===== config.mk =====
export PLATFORM = sky130hd
export DESIGN_NAME = seq_divider
export DESIGN_NICKNAME = d
export VERILOG_FILES = /design/src/rtl/seq_divider_pkg.sv /design/src/rtl/seq_divider_div_step.sv /design/src/rtl/seq_divider.sv
export SDC_FILE = /design/constraint.sdc
export NUM_CORES = 1
export LEC_CHECK = 0
export CAP_MARGIN = 10
export CELL_PAD_IN_SITES_DETAIL_PLACEMENT = 0
export CELL_PAD_IN_SITES_GLOBAL_PLACEMENT = 1
export CORE_AREA = 2 2 121 123
export CTS_CLUSTER_DIAMETER = 80
export CTS_CLUSTER_SIZE = 28
export DETAILED_ROUTE_END_ITERATION = 10
export DIE_AREA = 0 0 123 125
export PLACE_DENSITY = 0.93
export REMOVE_ABC_BUFFERS = 1
export SLEW_MARGIN = 10
export SYNTH_ARGS = -nofsm -noshare
export SYNTH_HDL_FRONTEND = slang
export SYNTH_SLANG_ARGS = --single-unit

===== constraint.sdc =====
create_clock -name clk -period 5.3 [get_ports clk]
set_clock_uncertainty 0.1 [all_clocks]
set_input_delay 1.325 -clock clk [delete_from_list [all_inputs] [get_ports clk]]
set_output_delay 1.325 -clock clk [all_outputs]
set_load 0.01 [all_outputs]

===== src/rtl/seq_divider_pkg.sv =====
`default_nettype none
// ============================================================================
// Module      : seq_divider_pkg
// Description : Shared types and constants for the sequential arithmetic
//               blocks (divider, and the Booth multiplier wrapper).
//               - state_t          : three-state control FSM encoding
//               - c_default_width  : default operand width
// Revision    : 1.0 - initial release
// ============================================================================
package seq_divider_pkg;

    localparam int c_default_width = 16;

    typedef enum logic [1:0] {
        IDLE = 2'd0,
        CALC = 2'd1,
        FIX  = 2'd2
    } state_t;

endpackage : seq_divider_pkg
`default_nettype wire


===== src/rtl/seq_divider_div_step.sv =====
`default_nettype none
// ============================================================================
// Module      : seq_divider_div_step
// Description : One combinational restoring-division step.
//               Ports:
//                 rem_in       [WIDTH:0]   partial remainder from the previous step
//                 dividend_bit             next dividend bit shifted in at the LSB
//                 divisor      [WIDTH-1:0] divisor magnitude
//                 rem_out      [WIDTH:0]   partial remainder after this step
//                 quo_bit                  quotient bit produced by this step
// Revision    : 1.0 - initial release
// ============================================================================
module seq_divider_div_step #(
    parameter int WIDTH = 16
) (
    input  logic [WIDTH:0]   rem_in,
    input  logic             dividend_bit,
    input  logic [WIDTH-1:0] divisor,
    output logic [WIDTH:0]   rem_out,
    output logic             quo_bit
);

    logic [WIDTH+1:0] w_shifted;
    logic [WIDTH+1:0] w_diff;

    always_comb begin
        w_shifted = {rem_in, dividend_bit};
        w_diff    = w_shifted - {2'b00, divisor};
        // The extra top bit of the trial difference is its sign: a set bit
        // means the divisor did not fit, so the shifted value is restored.
        quo_bit   = ~w_diff[WIDTH+1];
        rem_out   = quo_bit ? w_diff[WIDTH:0] : w_shifted[WIDTH:0];
    end

endmodule : seq_divider_div_step
`default_nettype wire


===== src/rtl/seq_divider.sv =====
`default_nettype none
// ============================================================================
// Module      : seq_divider
// Description : Signed sequential restoring divider, one quotient bit per
//               clock. Quotient truncates toward zero; remainder takes the
//               sign of the dividend.
//               Ports:
//                 clk, rst_n         clock, asynchronous active-low reset
//                 start              request, sampled only while idle
//                 a, b   [WIDTH-1:0] signed dividend / divisor
//                 busy               division in progress
//                 ready              results valid, held until next start
//                 quotient, remainder[WIDTH-1:0] signed results
//                 div_by_zero        b was zero (quotient -1, remainder a)
//                 overflow           most-negative / -1 (quotient wraps)
// Revision    : 1.0 - initial release
// ============================================================================
module seq_divider
    import seq_divider_pkg::*;
#(
    parameter int WIDTH = c_default_width
) (
    input  logic             clk,
    input  logic             rst_n,
    input  logic             start,
    input  logic [WIDTH-1:0] a,
    input  logic [WIDTH-1:0] b,
    output logic             busy,
    output logic             ready,
    output logic [WIDTH-1:0] quotient,
    output logic [WIDTH-1:0] remainder,
    output logic             div_by_zero,
    output logic             overflow
);

    localparam int                 c_cnt_w    = $clog2(WIDTH) + 1;
    localparam logic [c_cnt_w-1:0] c_last     = c_cnt_w'(WIDTH - 1);
    localparam logic [c_cnt_w-1:0] c_cnt_one  = c_cnt_w'(1);
    localparam logic [WIDTH-1:0]   c_most_neg = {1'b1, {(WIDTH-1){1'b0}}};

    state_t             r_state;
    state_t             w_state_next;
    logic [c_cnt_w-1:0] r_cnt;
    logic [WIDTH-1:0]   r_dvd;      // dividend magnitude, becomes quotient magnitude
    logic [WIDTH-1:0]   r_abs_b;
    logic [WIDTH:0]     r_rem;
    logic               r_neg_q;
    logic               r_neg_r;
    logic               r_dbz;
    logic               r_ovf;

    logic [WIDTH-1:0]   w_abs_a;
    logic [WIDTH-1:0]   w_abs_b;
    logic               w_b_zero;
    logic [WIDTH:0]     w_step_rem;
    logic               w_quo_bit;

    // Magnitudes are taken as unsigned WIDTH-bit values so the most-negative
    // operand maps to exactly 2^(WIDTH-1).
    assign w_abs_a  = a[WIDTH-1] ? -a : a;
    assign w_abs_b  = b[WIDTH-1] ? -b : b;
    assign w_b_zero = (b == '0);
    assign busy     = (r_state != IDLE);

    seq_divider_div_step #(
        .WIDTH (WIDTH)
    ) u_div_step (
        .rem_in       (r_rem),
        .dividend_bit (r_dvd[WIDTH-1]),
        .divisor      (r_abs_b),
        .rem_out      (w_step_rem),
        .quo_bit      (w_quo_bit)
    );

    always_ff @(posedge clk or negedge rst_n) begin
        if (!rst_n) begin
            r_state <= IDLE;
        end else begin
            r_state <= w_state_next;
        end
    end

    always_comb begin
        w_state_next = r_state;
        case (r_state)
            IDLE:    if (start) w_state_next = w_b_zero ? FIX : CALC;
            CALC:    if (r_cnt == c_last) w_state_next = FIX;
            FIX:     w_state_next = IDLE;
            default: w_state_next = IDLE;
        endcase
    end

    always_ff @(posedge clk or negedge rst_n) begin
        if (!rst_n) begin
            r_cnt       <= '0;
            r_dvd       <= '0;
            r_abs_b     <= '0;
            r_rem       <= '0;
            r_neg_q     <= 1'b0;
            r_neg_r     <= 1'b0;
            r_dbz       <= 1'b0;
            r_ovf       <= 1'b0;
            ready       <= 1'b0;
            quotient    <= '0;
            remainder   <= '0;
            div_by_zero <= 1'b0;
            overflow    <= 1'b0;
        end else begin
            case (r_state)
                IDLE: begin
                    if (start) begin
                        r_cnt       <= '0;
                        r_dvd       <= w_abs_a;
                        r_abs_b     <= w_abs_b;
                        r_rem       <= '0;
                        r_neg_r     <= a[WIDTH-1];
                        r_neg_q     <= a[WIDTH-1] ^ b[WIDTH-1];
                        r_dbz       <= w_b_zero;
                        r_ovf       <= (a == c_most_neg) && (b == '1);
                        ready       <= 1'b0;
                        div_by_zero <= 1'b0;
                        overflow    <= 1'b0;
                    end
                end
                CALC: begin
                    // Dividend bits leave at the MSB while quotient bits
                    // enter at the LSB of the same register.
                    r_rem <= w_step_rem;
                    r_dvd <= {r_dvd[WIDTH-2:0], w_quo_bit};
                    r_cnt <= r_cnt + c_cnt_one;
                end
                FIX: begin
                    if (r_dbz) begin
                        // No steps ran, so r_dvd still holds |a|.
                        quotient  <= '1;
                        remainder <= r_neg_r ? -r_dvd : r_dvd;
                    end else begin
                        quotient  <= r_neg_q ? -r_dvd : r_dvd;
                        remainder <= r_neg_r ? -r_rem[WIDTH-1:0] : r_rem[WIDTH-1:0];
                    end
                    ready       <= 1'b1;
                    div_by_zero <= r_dbz;
                    overflow    <= r_ovf;
                end
                default: ;
            endcase
        end
    end

endmodule : seq_divider
`default_nettype wire


==> flow_metrics.py <==
metrics = {
    "sta": {
        "worst_slew_margin_rel_pct": 32.6,
        "tns_ps": 0,
        "layout_min_cycle_time_ps": 3710,
        "final-setup-viol-count": 0,
        "report.final.hold_viol_count": 0,
        "maxSlewViolCount": 0,
        "timing.final.crit_share_pct": 70.1,
        "grt_setup_unrepaired": "no",
        "max_slew.worst_pin.slew_ps": 1010,
        "fin_ws_ps": 1590,
        "max_freq_mhz": 269,
    },
    "setup_path": {
        "timing.reg2reg.worst_path_depth": 8,
        "critPathBufInv": 2,
        "rrSetupSlack_ps": 2170,
        "r2r-start": "r_rem[7]$_DFFE_PN0P_",
        "critPathTopFamily": "buffers and inverters",
        "critPathSlowestCell": "sky130_fd_sc_hd__dfrtp_1",
        "critPathCaptureType": "primary output",
        "timing.critical_path.cells": "clkinv_1 > nand2_1 > clkdlybuf4s50_1",
        "worst-path-max-fanout": 18,
        "r2r-end": "r_rem[14]$_DFFE_PN0P_",
        "start_kind": "flip-flop",
        "crit_path_max_incr_delay_ps": 740,
        "worst_ep_required_time_ps": 3880,
        "cp.arrival_ps": 2290,
        "worstSetupPathType": "reg -> out",
    },
    "grt": {
        "grt_start_max_net_pins": 70,
        "grt_pass1_wl_um": 25800,
        "gr-total-overflow": 0,
        "grt_antenna_before_repair": 0,
        "grt_util_all_layers_pct": 20.9,
        "grt_pass1_vias": 5114,
    },
    "place": {
        "gp_routability_congestion": 0.924,
        "port-buffer-count": 70,
        "place_hpwl_um": 11500,
        "dp_slack_ps": 1680,
    },
    "pwr": {
        "pwr-share-comb_pct": 56.2,
        "power.share.sequential_pct": 30.0,
        "static-leakage-power_nw": 3.12,
        "p_clk_share_pct": 13.8,
        "max-vdd-ir-drop_mv": 0.244,
        "cell_internal_pwr_mw": 2.70,
        "pwr_cell_area_nw_per_um2": 658,
        "sw_frac_of_total_pct": 44.9,
        "net_load_switching_power_mw": 2.20,
    },
    "yosys": {
        "yosysWarningCount": 0,
        "synth_seq_area_share_pct": 37.4,
        "post_synth_main_area_contributors": "sky130_fd_sc_hd__dfrtp_1, sky130_fd_sc_hd__nand2_1, sky130_fd_sc_hd__o21ai_0",
        "yosys_most_used_dff": "sky130_fd_sc_hd__dfrtp_1",
        "syn_area_per_cell_um2": 8.23,
        "mappedNetlistArea_um2": 6350,
        "post_synth_num_cell_types": 57,
        "async_reset_ff_share_pct": 100,
        "ys_seq_elements": 95,
        "syn-instance-count": 771,
        "yosys.area.top_type_share_pct": 37.4,
        "netlist.top_cell.by_area": "sky130_fd_sc_hd__dfrtp_1",
        "synth_edf_count": 0,
    },
    "floorplan": {
        "vert_die_dim_um": 125,
        "top_level_ports": 71,
        "initial_utilization_pct": 44.7,
        "floorplan.die_area_um2": 15400,
        "design.core.area_um2": 14200,
        "rows": 44,
        "die_w_um": 123,
    },
    "cells_and_area": {
        "layout.nets": 870,
        "layout-drive-gt1-share_pct": 3.92,
        "area_growth_syn_to_layout_pct": 17.2,
        "antenna_cells": 0,
        "filler_cell_count": 1357,
    },
    "clocking": {
        "cts_buffer_depth": 2,
        "root_buffer": "sky130_fd_sc_hd__clkbuf_16",
        "cts_num_sinks": 95,
        "cts_made_buffers": 9,
        "cts_max_level": 3,
        "cts_tree": "done",
        "postCtsSetupBuffers": 0,
        "cts.clk_slew.worst_paths_ps": 70,
        "cts_repair_resize_count": 0,
        "cts_hold_repair.buffers": 0,
        "insertion_delay_ps": 350,
    },
    "detailed_routing": {
        "detail_route.vias_per_cell": 5.55,
        "drc_errors": 0,
        "num_vias": 5549,
        "drt_pass1_iterations": 5,
        "ant_nets": 0,
        "drt-wirelength-per-cell_um": 15.5,
        "drt_first_iter_violations": 513,
        "totalWireLength_um": 15500,
    },
    "status": {
        "status": "finished, final reports clean",
    },
    "worst_hold_path": {
        "timing.hold.worst_path_depth": 2,
        "type_of_the_worst_min_delay_path": "reg -> reg",
        "hold-path-endpoint": "quotient[9]$_DFFE_PN0P_",
        "hold_path.startpoint": "quotient[9]$_DFFE_PN0P_",
    },
    "job": {
        "drv_cap": 0,
    },
}
## power groups by stage
stage               logic (mW)  registers (mW)  clock network [mW]
floorplan                 1.99            1.39                   0
global placement          2.71            1.46                   0
detailed placement        2.74            1.48                   0
CTS                       2.75            1.46               0.689
global route              3.11            1.53               0.712
finish                    2.75            1.47               0.676
## flip-flops by register name, indices dropped and copies added (netlist names)
name and count:
div_by_zero 1, overflow 1, quotient 16, r_abs_b 16, r_cnt 5, r_dbz 1
r_dvd 16, r_neg_q 1, r_neg_r 1, r_ovf 1, r_rem 17, r_state 2
ready 1, remainder 16
## per-stage QoR
step	instance area [µm²]	hold slack [ps]	utilization [%]	std cells	total power, mW
2_1_floorplan	6150	339	-	723	3.38
3_3_place_gp	7130	351	50.2	984	4.17
3_5_place_dp	7130	357	50.2	984	4.22
4_1_cts	7440	373	52.4	1000	4.90
5_1_grt	7440	398	52.4	1000	5.35
6_report	7440	364	52.4	1000	4.90
## worst max path at each step
stage / slack, ps / cells past startpoint / startpoint / end
2_1_floorplan: 2310 / 3 / start / r_ovf$_DFFE_PN0P_
3_3_place_gp: 1740 / 8 / a[2] / r_dvd[12]$_DFFE_PN0P_
3_5_place_dp: 1680 / 7 / a[4] / r_dvd[13]$_DFFE_PN0P_
4_1_cts: 1580 / 3 / r_state[0]$_DFFE_PN0P_ / busy
5_1_grt: 1450 / 3 / r_state[0]$_DFFE_PN0P_ / busy
6_report: 1590 / 3 / r_state[0]$_DFFE_PN0P_ / busy
## cell usage after synthesis (all sizes together) (12+ instances only)
cell    count
nand2     155
dfrtp      95
o21ai      89
xnor2      46
clkbuf     42
nor2       34
xor2       34
a21oi      31
inv        30
ha         23
nand3      21
o31ai      17
or3        12
## cell type report
class / count / area, µm² / area share [%]
multi-input cells: 596 / 3650 / 49.1
flip-flops and latches: 95 / 2380 / 31.9
repair buffers: 77 / 751 / 10.1
clock buffers: 12 / 256 / 3.45
well taps: 184 / 230 / 3.09
inverters: 32 / 120 / 1.61
clock inverters: 4 / 52.6 / 0.706
## worst reg2reg max path: stages (launching register included)
cell,delay [ps]
sky130_fd_sc_hd__dfrtp_1,480
sky130_fd_sc_hd__ha_1,440
sky130_fd_sc_hd__nand2_1,140
sky130_fd_sc_hd__or4_1,540
sky130_fd_sc_hd__a21oi_1,280
sky130_fd_sc_hd__or4_4,200
sky130_fd_sc_hd__nand4_4,360
sky130_fd_sc_hd__a32oi_1,350
sky130_fd_sc_hd__o31ai_1,100
## cell usage in the layout (no fill, tap or decap), types with 21 or more instances in the layout
cell type	synthesis	layout
sky130_fd_sc_hd__nor2_1	34	34
sky130_fd_sc_hd__o21ai_0	83	83
sky130_fd_sc_hd__nand2_1	155	155
sky130_fd_sc_hd__clkdlybuf4s50_1	0	69
sky130_fd_sc_hd__dfrtp_1	95	95
sky130_fd_sc_hd__a21oi_1	29	29
sky130_fd_sc_hd__nand3_1	21	21
sky130_fd_sc_hd__xor2_1	34	34
sky130_fd_sc_hd__xnor2_1	46	46
sky130_fd_sc_hd__inv_1	30	30
sky130_fd_sc_hd__ha_1	23	23
## metal layers
metal | GRT usage [%] | wire length (µm) | vias up
li1 | - | - | 2793
met4 | 5.95 | 233 | 0
met2 | 31.2 | 6760 | 191
met3 | 2.69 | 945 | 17
met5 | 0 | 0 | -
met1 | 31.7 | 7510 | 2548
## kinds of logic (layout without fill, tap and decap cells)
family / count (synthesis) / count (layout) / share of synthesized area (%)
buffers and inverters: 80 / 125 / 5.05
DFF: 95 / 95 / 37.4
xor gates and xnor gates: 80 / 80 / 11.0
and+or+nand+nor: 279 / 279 / 20.0
muxes: 11 / 11 / 1.95
AOI/OAI and AO/OA: 202 / 202 / 19.7
adders and majority gates: 24 / 24 / 4.85
No activity file was read; power rests on OpenSTA's default activity.
